<file path="config.mk">
export PLATFORM = sky130hd
export DESIGN_NAME = alu_cmd_queue_flat
export DESIGN_NICKNAME = d
export VERILOG_FILES = /design/src/rtl/alu_pkg.sv /design/src/rtl/alu_cmd_queue_if.sv /design/src/rtl/sync_fifo.sv /design/src/rtl/alu_cmd_queue.sv /design/src/flat_wrapper.sv
export SDC_FILE = /design/constraint.sdc
export NUM_CORES = 1
export LEC_CHECK = 0
export ABC_CLOCK_PERIOD_IN_PS = 5130
export CAP_MARGIN = 20
export CORE_UTILIZATION = 40
export DETAILED_ROUTE_END_ITERATION = 16
export GPL_TIMING_DRIVEN = 0
export SYNTH_ARGS = -nofsm -noshare
export SYNTH_HDL_FRONTEND = slang
export SYNTH_HIERARCHICAL = 1
export SYNTH_SLANG_ARGS = --single-unit
export TNS_END_PERCENT = 30
</file>
<file path="constraint.sdc">
create_clock -name clk -period 5.13 [get_ports clk]
set_input_delay 1.026 -clock clk [delete_from_list [all_inputs] [get_ports clk]]
set_output_delay 1.026 -clock clk [all_outputs]
set_load 0.01 [all_outputs]
</file>
<file path="src/rtl/alu_pkg.sv">
// Shared types and constants for the ALU command queue.
package alu_pkg;

    localparam int unsigned BUS_SIZE = 8;
    localparam int unsigned SHAMT_P  = 3;

    // ALU function encodings as presented on the select port.
    typedef enum logic [2:0] {
        OpAdd = 3'b000,
        OpSub = 3'b001,
        OpShl = 3'b010,
        OpShr = 3'b011,
        OpOr  = 3'b100,
        OpAnd = 3'b101,
        OpXor = 3'b110,
        OpNot = 3'b111
    } alu_op_e;

    // Bit positions inside the 4-bit {V,Z,N,C} flag vector.
    localparam int unsigned FLAG_V = 3;
    localparam int unsigned FLAG_Z = 2;
    localparam int unsigned FLAG_N = 1;
    localparam int unsigned FLAG_C = 0;

    typedef struct packed {
        logic [BUS_SIZE-1:0] a;
        logic [BUS_SIZE-1:0] b;
        alu_op_e             select;
        logic [SHAMT_P-1:0]  shamt;
    } alu_cmd_t;

    localparam int unsigned CMD_W = $bits(alu_cmd_t);

endpackage

</file>
<file path="src/rtl/alu_cmd_queue_if.sv">
// Upstream command, ALU-side and downstream result signals of the command queue.
interface alu_cmd_queue_if #(
    parameter int unsigned bus_size = 8,
    parameter int unsigned shamt_p  = 3,
    parameter int unsigned depth_p  = 2
);
    // Upstream command port
    logic                in_valid;
    logic                in_ready;
    logic [bus_size-1:0] in_a;
    logic [bus_size-1:0] in_b;
    logic [2:0]          in_select;
    logic [shamt_p-1:0]  in_shamt;
    // ALU side
    logic [bus_size-1:0] alu_a;
    logic [bus_size-1:0] alu_b;
    logic [2:0]          alu_select;
    logic [shamt_p-1:0]  alu_shamt;
    logic [bus_size-1:0] alu_s;
    logic [3:0]          alu_flags;
    // Downstream result port
    logic                res_valid;
    logic                res_ready;
    logic [bus_size-1:0] res_s;
    logic [3:0]          res_flags;
    logic [2:0]          res_select;
    // Status
    logic                sticky_v;
    logic                sticky_c;
    logic                clr_sticky;
    logic [depth_p:0]    count;

    // Environment side: producer, ALU and consumer.
    modport master (
        output in_valid, in_a, in_b, in_select, in_shamt, alu_s, alu_flags, res_ready,
               clr_sticky,
        input  in_ready, alu_a, alu_b, alu_select, alu_shamt, res_valid, res_s, res_flags,
               res_select, sticky_v, sticky_c, count
    );

    // Queue side.
    modport slave (
        input  in_valid, in_a, in_b, in_select, in_shamt, alu_s, alu_flags, res_ready,
               clr_sticky,
        output in_ready, alu_a, alu_b, alu_select, alu_shamt, res_valid, res_s, res_flags,
               res_select, sticky_v, sticky_c, count
    );

endinterface

</file>
<file path="src/rtl/sync_fifo.sv">
// Single-clock FIFO with 2^depth_p entries; caller never pushes when full or pops when empty.
module sync_fifo #(
    parameter int unsigned width   = 8,
    parameter int unsigned depth_p = 2
) (
    input  logic             clk,
    input  logic             rst,
    input  logic             push,
    input  logic             pop,
    input  logic [width-1:0] wdata,
    output logic [width-1:0] rdata,
    output logic [depth_p:0] count,
    output logic             full,
    output logic             empty
);
    localparam int unsigned entries = 1 << depth_p;

    logic [width-1:0]   mem [entries];
    logic [depth_p-1:0] wr_ptr_q;
    logic [depth_p-1:0] rd_ptr_q;
    logic [depth_p:0]   count_q;
    logic [depth_p:0]   count_d;

    assign rdata = mem[rd_ptr_q];
    assign count = count_q;
    assign full  = (count_q == (depth_p + 1)'(entries));
    assign empty = (count_q == '0);

    // Storage write; contents need no reset.
    always_ff @(posedge clk) begin
        if (push) begin
            mem[wr_ptr_q] <= wdata;
        end
    end

    // Occupancy next-state: simultaneous push and pop leaves it unchanged.
    always_comb begin
        count_d = count_q;
        case ({push, pop})
            2'b10:   count_d = count_q + 1'b1;
            2'b01:   count_d = count_q - 1'b1;
            default: count_d = count_q;
        endcase
    end

    // Pointers wrap naturally at their width.
    always_ff @(posedge clk) begin
        if (rst) begin
            wr_ptr_q <= '0;
            rd_ptr_q <= '0;
            count_q  <= '0;
        end else begin
            if (push) wr_ptr_q <= wr_ptr_q + 1'b1;
            if (pop)  rd_ptr_q <= rd_ptr_q + 1'b1;
            count_q <= count_d;
        end
    end

endmodule

</file>
<file path="src/rtl/alu_cmd_queue.sv">
// Command FIFO in front of an external ALU with a registered, handshaked result stage.
module alu_cmd_queue
    import alu_pkg::*;
#(
    parameter int unsigned bus_size = BUS_SIZE,
    parameter int unsigned shamt_p  = SHAMT_P,
    parameter int unsigned depth_p  = 2
) (
    input logic           clk,
    input logic           rst,
    alu_cmd_queue_if.slave bus
);
    alu_cmd_t            wr_cmd;
    alu_cmd_t            head_cmd;
    logic [CMD_W-1:0]    fifo_rdata;
    logic [depth_p:0]    fifo_count;
    logic                fifo_full;
    logic                fifo_empty;
    logic                push;
    logic                issue;

    logic                res_valid_q;
    logic [bus_size-1:0] res_s_q;
    logic [3:0]          res_flags_q;
    logic [2:0]          res_select_q;
    logic                sticky_v_q;
    logic                sticky_c_q;

    // Pack the offered command into the FIFO word.
    always_comb begin
        wr_cmd        = '0;
        wr_cmd.a      = bus.in_a;
        wr_cmd.b      = bus.in_b;
        wr_cmd.select = alu_op_e'(bus.in_select);
        wr_cmd.shamt  = bus.in_shamt;
    end

    // in_ready depends only on the registered occupancy.
    assign bus.in_ready = ~fifo_full;
    assign push         = bus.in_valid & ~fifo_full;
    assign issue        = ~fifo_empty & (~res_valid_q | bus.res_ready);

    sync_fifo #(
        .width   (CMD_W),
        .depth_p (depth_p)
    ) u_fifo (
        .clk   (clk),
        .rst   (rst),
        .push  (push),
        .pop   (issue),
        .wdata (wr_cmd),
        .rdata (fifo_rdata),
        .count (fifo_count),
        .full  (fifo_full),
        .empty (fifo_empty)
    );

    assign head_cmd  = alu_cmd_t'(fifo_rdata);
    assign bus.count = fifo_count;

    // Present the FIFO head to the ALU; drive zeros when nothing is queued.
    always_comb begin
        bus.alu_a      = '0;
        bus.alu_b      = '0;
        bus.alu_select = '0;
        bus.alu_shamt  = '0;
        if (!fifo_empty) begin
            bus.alu_a      = head_cmd.a;
            bus.alu_b      = head_cmd.b;
            bus.alu_select = head_cmd.select;
            bus.alu_shamt  = head_cmd.shamt;
        end
    end

    // Result register: capture on issue, drop valid on a consume with nothing new behind it.
    always_ff @(posedge clk) begin
        if (rst) begin
            res_valid_q  <= 1'b0;
            res_s_q      <= '0;
            res_flags_q  <= '0;
            res_select_q <= '0;
        end else if (issue) begin
            res_valid_q  <= 1'b1;
            res_s_q      <= bus.alu_s;
            res_flags_q  <= bus.alu_flags;
            res_select_q <= bus.alu_select;
        end else if (res_valid_q && bus.res_ready) begin
            res_valid_q  <= 1'b0;
        end
    end

    // Sticky status: a captured V/C set overrides a same-cycle clear.
    always_ff @(posedge clk) begin
        if (rst) begin
            sticky_v_q <= 1'b0;
            sticky_c_q <= 1'b0;
        end else begin
            sticky_v_q <= (sticky_v_q & ~bus.clr_sticky) | (issue & bus.alu_flags[FLAG_V]);
            sticky_c_q <= (sticky_c_q & ~bus.clr_sticky) | (issue & bus.alu_flags[FLAG_C]);
        end
    end

    assign bus.res_valid  = res_valid_q;
    assign bus.res_s      = res_s_q;
    assign bus.res_flags  = res_flags_q;
    assign bus.res_select = res_select_q;
    assign bus.sticky_v   = sticky_v_q;
    assign bus.sticky_c   = sticky_c_q;

endmodule

</file>
<file path="src/flat_wrapper.sv">
// flat-port wrapper written by rule: the top's interface ports become plain ports
module alu_cmd_queue_flat import alu_pkg::*;
#(
    parameter int unsigned bus_size = BUS_SIZE,
    parameter int unsigned shamt_p  = SHAMT_P,
    parameter int unsigned depth_p  = 2
)
  (clk, rst, bus_in_valid, bus_in_a, bus_in_b, bus_in_select, bus_in_shamt, bus_alu_s, bus_alu_flags, bus_res_ready, bus_clr_sticky, bus_in_ready, bus_alu_a, bus_alu_b, bus_alu_select, bus_alu_shamt, bus_res_valid, bus_res_s, bus_res_flags, bus_res_select, bus_sticky_v, bus_sticky_c, bus_count);
  alu_cmd_queue_if #(.bus_size(bus_size), .shamt_p(shamt_p), .depth_p(depth_p)) bus_i ();
  input logic clk;
  input logic rst;
  input wire logic [$bits(bus_i.in_valid)-1:0] bus_in_valid;
  input wire logic [$bits(bus_i.in_a)-1:0] bus_in_a;
  input wire logic [$bits(bus_i.in_b)-1:0] bus_in_b;
  input wire logic [$bits(bus_i.in_select)-1:0] bus_in_select;
  input wire logic [$bits(bus_i.in_shamt)-1:0] bus_in_shamt;
  input wire logic [$bits(bus_i.alu_s)-1:0] bus_alu_s;
  input wire logic [$bits(bus_i.alu_flags)-1:0] bus_alu_flags;
  input wire logic [$bits(bus_i.res_ready)-1:0] bus_res_ready;
  input wire logic [$bits(bus_i.clr_sticky)-1:0] bus_clr_sticky;
  output wire logic [$bits(bus_i.in_ready)-1:0] bus_in_ready;
  output wire logic [$bits(bus_i.alu_a)-1:0] bus_alu_a;
  output wire logic [$bits(bus_i.alu_b)-1:0] bus_alu_b;
  output wire logic [$bits(bus_i.alu_select)-1:0] bus_alu_select;
  output wire logic [$bits(bus_i.alu_shamt)-1:0] bus_alu_shamt;
  output wire logic [$bits(bus_i.res_valid)-1:0] bus_res_valid;
  output wire logic [$bits(bus_i.res_s)-1:0] bus_res_s;
  output wire logic [$bits(bus_i.res_flags)-1:0] bus_res_flags;
  output wire logic [$bits(bus_i.res_select)-1:0] bus_res_select;
  output wire logic [$bits(bus_i.sticky_v)-1:0] bus_sticky_v;
  output wire logic [$bits(bus_i.sticky_c)-1:0] bus_sticky_c;
  output wire logic [$bits(bus_i.count)-1:0] bus_count;
  assign bus_i.in_valid = bus_in_valid;
  assign bus_i.in_a = bus_in_a;
  assign bus_i.in_b = bus_in_b;
  assign bus_i.in_select = bus_in_select;
  assign bus_i.in_shamt = bus_in_shamt;
  assign bus_i.alu_s = bus_alu_s;
  assign bus_i.alu_flags = bus_alu_flags;
  assign bus_i.res_ready = bus_res_ready;
  assign bus_i.clr_sticky = bus_clr_sticky;
  assign bus_in_ready = bus_i.in_ready;
  assign bus_alu_a = bus_i.alu_a;
  assign bus_alu_b = bus_i.alu_b;
  assign bus_alu_select = bus_i.alu_select;
  assign bus_alu_shamt = bus_i.alu_shamt;
  assign bus_res_valid = bus_i.res_valid;
  assign bus_res_s = bus_i.res_s;
  assign bus_res_flags = bus_i.res_flags;
  assign bus_res_select = bus_i.res_select;
  assign bus_sticky_v = bus_i.sticky_v;
  assign bus_sticky_c = bus_i.sticky_c;
  assign bus_count = bus_i.count;
  alu_cmd_queue #(.bus_size(bus_size), .shamt_p(shamt_p), .depth_p(depth_p)) u_core (.clk(clk), .rst(rst), .bus(bus_i));
endmodule
</file>
Yosys cells after proc, flatten, opt, wreduce, memory -nomap -nowiden
Memories as Yosys holds them, arrays and structs flattened. A register that Yosys moved wholly into a read port is not among the register bits.
Cells that the tools add are included.

word-level totals
  register bits after elaboration = 25
  memory bits (writable) = 88
  input port bits = 39
  memories = 1

memories
  name               depth  width  read ports  clocked after memory_dff  wr ports  RTL line         source
  u_core.u_fifo.mem  4      22     1           1                         1         sync_fifo.sv:18  logic [width-1:0] mem [entries];

operators by class
  add/sub/neg operators = 4
  equal/unequal tests = 3
  muxes and demuxes = 11
  bitwise operators = 13
  reductions and logical operators = 4

operators by type and width
  operator                                              count
  two-way mux 8 bit                                     2
  bitwise AND 1 bit                                     6
  two-way mux 3 bit                                     2
  one-hot mux 3 bit (2 select lines)                    1
  adder 2 x 1 -> 2 bit (second input constant)          2
  two-way mux 1 bit                                     4
  two-way mux 2 bit                                     2
  NOT 1 bit                                             4
  nonzero test 2 bit                                    2
  adder 3 x 1 -> 3 bit (second input constant)          1
  equality test 3 bit (second input constant)           1
  zero test 3 bit                                       1
  bitwise OR 1 bit                                      3
  subtractor 3 x 1 -> 3 bit (second input constant)     1
  equality test 2 x 1 -> 1 bit (second input constant)  1
  equality test 2 bit (second input constant)           1
  logical AND 1 bit                                     1

Longest topological paths before layout
Gate-level depths: netlist of run 1.

  depth in word-level cells = 5
  gate-level depth with buffers = 10
  mapped depth without buffers = 10

Cells and area by module
The synthesis of run 1 kept the hierarchy.

by module, submodules not included
  module         times used  cells each  area an instance (µm²)  sequential area each (µm²)
  sync_fifo      1           161         3612.2                  2822.7
  alu_cmd_queue  1           105         957.2                   360.3

Worst setup path before layout of run 1
Ideal clock, no wire load.

  path kind = input to register
  start point = in bus_res_ready
  end point = reg u_core.u_fifo.count_q[2] (netlist: u_core/u_fifo/count[2])
  setup time = 0.070 ns
  data arrival time = 2.714 ns
  data required time = 5.060 ns
  setup slack = 2.346 ns
  cell stages on the path = 9
  path buffers = 1
  cells stage by stage = and2b_4 buf_8 nor2_1 ha_1 inv_1 fa_1 xor2_1 or3_1 a21oi_1

on the way
  longest elaborated chain between the ends = 4

ends and longest elaborated chain
  what                                                                      RTL line             source
  start: declaration                                                        flat_wrapper.sv:19   input wire logic [$bits(bus_i.res_ready)-1:0] bus_res_ready;
  bitwise OR 1 bit *                                                        alu_cmd_queue.sv:41  assign issue = ~fifo_empty & (~res_valid_q | bus.res_ready);
  bitwise AND 1 bit *                                                       alu_cmd_queue.sv:41
  via u_core.issue                                                          alu_cmd_queue.sv:20  logic issue;
  equality test 2 x 1 -> 1 bit or equality test 2 bit (tied branches)       sync_fifo.sv:39      case ({push, pop})
  one-hot mux 3 bit (2 select lines) or nonzero test 2 bit (tied branches)  --
  end signal: assignment                                                    sync_fifo.sv:55      count_q <= count_d;
  end: declaration                                                          sync_fifo.sv:21      logic [depth_p:0] count_q;

Mark *: on every way through the listed nets, which the timed path passes. The rest lies on a longest branch.
A chain may end at the register's enable or synchronous reset.

Worst setup path after layout of run 1
  start point = reg u_core.u_fifo.count_q[1] (netlist: u_core/u_fifo/count[1])
  end point = out bus_alu_a[6]

on the way
  longest elaborated chain between the ends = 2

ends and longest elaborated chain
  what                   RTL line             source
  zero test 3 bit        sync_fifo.sv:27      assign empty = (count_q == '0);
  via u_core.fifo_empty  alu_cmd_queue.sv:18  logic fifo_empty;
  two-way mux 8 bit      alu_cmd_queue.sv:67  if (!fifo_empty) begin
  end: declaration       flat_wrapper.sv:22   output wire logic [$bits(bus_i.alu_a)-1:0] bus_alu_a;

The timed path passes the listed nets, and every way through them passes these cells.

==> results.sh, run 1 <==
export IMPL_gr_usage_met1_pct=19.6
export IMPL_slowest_delay_ps=780
export IMPL_hold_viol=0
export IMPL_fin_nets=415
export IMPL_ir_drop_mv=0.249
export IMPL_syn_num_nets=311
export IMPL_endpoint_kind="output pin"
export IMPL_ys_seq_elements=115
export IMPL_path_class="flop to output pin"
export IMPL_die_h_um=109
export IMPL_period_minus_slack_ps=3520
export IMPL_pin_count=83
export IMPL_syn_cell_area_mm2=0.00457
export IMPL_worst_pin_slew_ps=945
export IMPL_worstPathMaxFanout=10
export IMPL_drc=0
export IMPL_leakage_nw=2.07
export IMPL_clockBufferDepth=2
export IMPL_drt_iter0_markers=130
export IMPL_syn_to_final_growth_pct=35.5
export IMPL_cap_violations=0
export IMPL_max_slew_margin_pct=36.5
export IMPL_synth_cells=266
export IMPL_met2_usage_pct=28.4
export IMPL_coreArea_mm2=0.0110
export IMPL_port_buffers=81
export IMPL_grt_util_all_layers_pct=16.6
export IMPL_fin_tns_setup_ps=0
export IMPL_cts_resized=0
export IMPL_cp_cell_sequence="nor3_1 > buf_2 > nor2b_1 > clkdlybuf4s50_1"
export IMPL_whs_endpoint="u_core/bus.res_s[7]"
export IMPL_crit_arrival_ps=2500
export IMPL_insertion_delay_ps=400
export IMPL_layoutNonFillerInstCount=523
export IMPL_cts_max_level=4
export IMPL_ys_types=30
export IMPL_antenna_found_initial=0
export IMPL_cp_slowest_cell="nor3_1"
export IMPL_synth_area_leader_cell="edfxtp_1"
export IMPL_dpl_cell_count=491
export IMPL_ctsHoldBuffers=0
export IMPL_fmax_ghz=0.284
export IMPL_clk_pin_slew_ps=50
export IMPL_ant_nets=0
export IMPL_dp_hpwl_mm=5.91
export IMPL_p_per_area_mw_per_mm2=572
export IMPL_start_util_pct=41.6
export IMPL_worstRegToRegCells=9
export IMPL_yosysWarnings=6
export IMPL_drt_wl_total_mm=8.96
export IMPL_vias=2572
export IMPL_crit_path_start_kind="flop"
export IMPL_use_met3_pct=4.12
export IMPL_post_cts_buffers=0
export IMPL_grt_busiest_layer="met2"
export IMPL_gp_congestion=0.721
export IMPL_cts_inserted_buffers=17
export IMPL_cts_root_buf="clkbuf_16"
export IMPL_reg2reg_from="u_core/u_fifo/count[1]"
export IMPL_overflow=0
export IMPL_grt_pass1_vias=2715
export IMPL_yosysSeqAreaShare_pct=69.7
export IMPL_cts_tree="built"
export IMPL_timing_hold_ws_ps=470
export IMPL_via_per_inst=4.92
export IMPL_final_max_slew_viol_count=0
export IMPL_grt_pass1_wl_mm=14.0
export IMPL_setup_viol=0
export IMPL_fp_row_count=38
export IMPL_regToRegSetupSlack_ps=2370
export IMPL_fin_skew_ps=7.27
export IMPL_r2r_end="u_core/u_fifo/count[2]"
export IMPL_hold_depth=2
export IMPL_die_area_mm2=0.0119
export IMPL_grt_max_degree=17
export IMPL_avgSynthCellArea_um2=17.2
export IMPL_synth_area_top_cells="edfxtp_1, dfxtp_1, mux4_2"
export IMPL_diodes=0
export IMPL_rsz0062_at_grt="no"
export IMPL_status="finished, final reports clean"
export IMPL_hp_start="u_core/bus.res_s[7]"
export IMPL_dieWidth_um=109
export IMPL_wire_per_inst_um=17.1
export IMPL_hold_path_class="flop to flop"
export IMPL_fin_crit_sh_pct=68.7
export IMPL_synth_top_area_share_pct=57.8
export IMPL_drive_above_1_share_pct=21.4
export IMPL_tritoncts_num_sinks=115
export IMPL_required_ps=4100
export IMPL_drtPass1Iterations=4
==> critical path: cells and delay by family, from the launching register on <==
| family | cells | cell delay [ps] |
|---|---|---|
| buffers and inverters | 2 | 900 |
| AND/OR/NAND/NOR | 2 | 870 |
| flip-flops | 1 | 330 |
==> where the power goes <==
part | internal, W | switching (W)
registers | 0.00116 | 0.0000678
logic | 0.000646 | 0.000577
clock network | 0.000705 | 0.000383
total | 0.00251 | 0.00103
==> cells by family after synthesis <==
group,after synthesis,synth area share (%)
AND/OR/NAND/NOR,59,8.00
XOR/XNOR,5,0.959
flip-flops,115,69.7
buffers and inverters,22,2.93
multiplexers,23,11.2
adder cells (fa/ha/maj),6,1.81
AO/OA/AOI/OAI,36,5.42
==> worst max-delay path by stage <==
stage / start / endpoint / depth (start not counted)
finish: u_core/u_fifo/count[1] / bus_alu_a[6] / 4
global route: u_core/u_fifo/count[0] / bus_alu_b[3] / 4
CTS: u_core/u_fifo/count[1] / bus_alu_b[1] / 4
detailed placement: bus_res_ready / u_core/u_fifo/count[2] / 10
global placement: bus_res_ready / u_core/u_fifo/count[2] / 10
floorplan: bus_res_ready / u_core/u_fifo/count[2] / 9
==> through the flow <==
step                util (%)  instance area [um^2]  total power (W)  setup slack, ps
floorplan                  -                  4570          0.00194             2350
detailed placement      51.4                  5640          0.00249             1660
global route            56.4                  6190          0.00373             1330
global placement        50.6                  5560          0.00246             1720
CTS                     56.4                  6190          0.00359             1540
finish                  56.4                  6190          0.00354             1610
==> synthesized netlist by cell type (all sizes together) <==
library cell,number
fa,1
or3,1
mux2i,1
nor2b,23
o21ai,16
and3,1
xnor2,2
ha,5
nand2b,3
clkbuf,1
nand2,1
inv,7
buf,14
a21oi,20
nand3b,15
xor2,3
nor2,9
edfxtp,88
and2b,1
and2,4
dfxtp,27
mux4,22
nor3,1
==> final cells by class <==
cell class              count  area [um^2]
repair buffers             85          896
plain buffers              15          108
clock inverters            12          115
flip-flops and latches    115         3180
clock buffers              20          437
multi-input cells         129         1250
inverters                   7         26.3
fillers                   897         4790
well taps                 140          175
==> metal layers <==
layer / vias up / share of wire (%)
li1: 1216 / -
met1: 1287 / 42
met2: 62 / 53
met3: 7 / 3.9
met4: 0 / 0.99
met5: - / 0
==> flip-flops by register name, summed over array words and instances (netlist names), named ones only <==
name and count:
u_core/bus.sticky_c 1, u_core/u_fifo/mem 88, u_core/u_fifo/rd_ptr_q 2, u_core/bus.res_flags 4, u_core/bus.res_s 8, u_core/bus.sticky_v 1
u_core/bus.res_select 3, u_core/u_fifo/count 3, u_core/bus.res_valid 1, u_core/u_fifo/wr_ptr_q 2
==> layout by cell type, fill, tap and decap left out <==
cell type and n:
dfxtp_1 27, clkdlybuf4s50_1 81, nor3_1 1, o21ai_1 4
clkbuf_1 4, clkinv_4 2, clkinv_1 4, xor2_1 3
buf_16 2, bufinv_16 2, o21ai_0 3, a21oi_1 11
mux2i_1 1, o21ai_2 9, clkinvlp_4 1, mux4_1 2
nand3b_1 15, xnor2_1 2, ha_1 5, and2b_4 1
a21oi_2 9, nor2_1 9, buf_8 3, and2_1 4
edfxtp_1 88, nand2b_1 3, mux4_2 20, buf_2 8
and3_1 1, buf_6 3, clkbuf_16 17, inv_1 7
buf_4 2, or3_1 1, nand2_1 1, clkinv_2 3
fa_1 1, nor2b_1 23
No activity file was read; power rests on OpenSTA's default activity.
==> run 2, diff against run 1 <==
--- a/config.mk
+++ b/config.mk
@@ -5,7 +5,7 @@
 export SDC_FILE = /design/constraint.sdc
 export NUM_CORES = 1
 export LEC_CHECK = 0
-export ABC_CLOCK_PERIOD_IN_PS = 5130
+export ABC_CLOCK_PERIOD_IN_PS = 3300
 export CAP_MARGIN = 20
 export CORE_UTILIZATION = 40
 export DETAILED_ROUTE_END_ITERATION = 16
==> constraint.sdc (replaced) <==
create_clock -name clk -period 3.3 [get_ports clk]
set_input_delay 0.66 -clock clk [delete_from_list [all_inputs] [get_ports clk]]
set_output_delay 0.66 -clock clk [all_outputs]
set_load 0.01 [all_outputs]
==> run 2 against run 1 <==
Compared with the run above:
- die area did not move
- count of clock-buffer cells in the layout did not move
- utilization barely moved
- final cell count did not move
- sequential share of layout area barely moved
- power rose by 56%
- via count barely moved
- cell area barely moved
- setup slack got worse by 1200 ps
- combinational power rose by 56%
==> results.sh, run 2 (synthesis gave the netlist of run 1 again) <==
export IMPL_drc=0
export IMPL_syn_to_final_growth_pct=35.6
export IMPL_crit_path_start_kind="flop"
export IMPL_path_class="flop to output pin"
export IMPL_cts_root_buf="clkbuf_16"
export IMPL_port_buffers=81
export IMPL_rsz0062_at_grt="no"
export IMPL_insertion_delay_ps=400
export IMPL_layout_commonest_cell="edfxtp_1"
export IMPL_endpoint_kind="output pin"
export IMPL_fin_crit_sh_pct=88.5
export IMPL_wire_per_inst_um=17.2
export IMPL_vias=2574
export IMPL_tritoncts_num_sinks=115
export IMPL_drt_iter0_markers=118
export IMPL_final_max_slew_viol_count=0
export IMPL_timing_hold_ws_ps=470
export IMPL_cp_cell_sequence="buf_6 > mux4_2 > nor2b_1 > clkdlybuf4s50_1"
export IMPL_cts_tree="built"
export IMPL_coreArea_mm2=0.0110
export IMPL_crit_buf_inv=2
export IMPL_diodes=0
export IMPL_fin_tns_setup_ps=0
export IMPL_crit_family="buffers and inverters"
export IMPL_grt_pass1_vias=2715
export IMPL_dp_hpwl_mm=5.91
export IMPL_fmax_ghz=0.343
export IMPL_layout_common_cells="edfxtp_1, clkdlybuf4s50_1, dfxtp_1"
export IMPL_dieWidth_um=109
export IMPL_ctsHoldBuffers=0
export IMPL_top_register="u_core/u_fifo/mem"
export IMPL_grt_max_degree=17
export IMPL_p_per_area_mw_per_mm2=890
export IMPL_required_ps=2640
export IMPL_hold_path_class="flop to flop"
export IMPL_period_minus_slack_ps=2920
export IMPL_setup_viol=0
export IMPL_drive_above_1_share_pct=21.7
export IMPL_grt_pass1_wl_mm=14.0
export IMPL_ir_drop_mv=0.388
export IMPL_worstRegToRegCells=9
export IMPL_fin_nets=415
export IMPL_cap_violations=0
export IMPL_final_core_util_pct=56.4
export IMPL_fp_row_count=38
export IMPL_clk_pin_slew_ps=50
export IMPL_status="finished, final reports clean"
export IMPL_via_per_inst=4.92
export IMPL_hold_depth=2
export IMPL_pin_count=83
export IMPL_die_h_um=109
export IMPL_start_util_pct=41.6
export IMPL_ant_nets=0
export IMPL_fin_skew_ps=9.82
export IMPL_dpl_cell_count=491
export IMPL_drtPass1Iterations=4
export IMPL_max_slew_margin_pct=54.6
export IMPL_regToRegSetupSlack_ps=840
export IMPL_clockBufferDepth=2
export IMPL_fin_total_pwr_w=0.00552
export IMPL_overflow=0
export IMPL_antenna_found_initial=0
export IMPL_hold_viol=0
export IMPL_grt_util_all_layers_pct=16.6
export IMPL_gp_congestion=0.721
export IMPL_slowest_delay_ps=540
export IMPL_critical_path_depth=4
export IMPL_worst_pin_slew_ps=682
export IMPL_largest_reg_flops=88
export IMPL_drt_wl_total_mm=8.98
export IMPL_die_area_mm2=0.0119
export IMPL_worstPathMaxFanout=10
export IMPL_cts_inserted_buffers=17
export IMPL_crit_arrival_ps=2260
export IMPL_cts_max_level=4
export IMPL_cp_slowest_cell="mux4_2"
export IMPL_leakage_nw=2.07
export IMPL_layoutNonFillerInstCount=523
==> run 2: changes by cell type in the layout (fill, tap and decap cells not counted) <==
cell / before / now
nor3_1: 1 / 0
nor3_2: 0 / 1
==> run 2: timing repair <==
action	4_1_cts	5_1_grt
setup buffers	0	0
endpoints found under the setup margin	0	22
resized for setup	0	1
==> run 2: worst register-to-register path, delay by kind of cell (launching register included) <==
family | cells | cell delay, ps
buffers and inverters | 2 | 440
adders and majority gates | 2 | 410
AOI/OAI and AO/OA | 1 | 170
and+or+nand+nor | 3 | 960
xor gates and xnor gates | 1 | 70
DFF | 1 | 340
==> run 2: through the flow <==
stage                     cell area, um^2  setup WS (ps)
after global routing                 6200            246
after detailed placement             5640            194
final                                6200            381
after floorplan                      4570            882
after CTS                            6190           73.8
after global placement               5560            252
==> run 2: power by group <==
group / internal (W) / leakage, nW / switching [W]
Sequential: 0.00181 / 1.03 / 0.000109
Combinational: 0.00101 / 0.778 / 0.000897
Clock: 0.00109 / 0.268 / 0.000600
==> run 2: layout make-up <==
type,count,area [um^2]
Buffer,15,108
Sequential cell,115,3180
Fill cell,895,4790
Clock buffer,20,437
Inverter,7,26.3
Multi-Input combinational cell,129,1260
Timing Repair Buffer,85,896
Tap cell,140,175
Clock inverter,12,115
==> run 2: routing by layer <==
layer  wire, um  track usage, %  share of wire, %  vias up
li1           -               -                 -     1218
met1       3810            19.6                42     1285
met2       4700            28.4                52       59
met3        330            4.12               3.7       12
met4        136            7.82               1.5        0
met5          0               0                 0        -
==> run 2: final timing paths <==
kind                                              from                      to
worst max register to register  u_core/u_fifo/count[1]  u_core/u_fifo/count[2]
worst min register to register     u_core/bus.res_s[7]     u_core/bus.res_s[7]
worst max-delay path                              flop       bus_alu_select[1]
worst min-delay path               u_core/bus.res_s[7]     u_core/bus.res_s[7]
==> run 3, diff against run 2 <==
--- a/config.mk
+++ b/config.mk
@@ -8,6 +8,7 @@
 export ABC_CLOCK_PERIOD_IN_PS = 3300
 export CAP_MARGIN = 20
 export CORE_UTILIZATION = 40
+export CTS_CLUSTER_SIZE = 25
 export DETAILED_ROUTE_END_ITERATION = 16
 export GPL_TIMING_DRIVEN = 0
 export SYNTH_ARGS = -nofsm -noshare
==> results of run 3 <==
The final DEF is identical to that of run 2; final timing and power are the same.
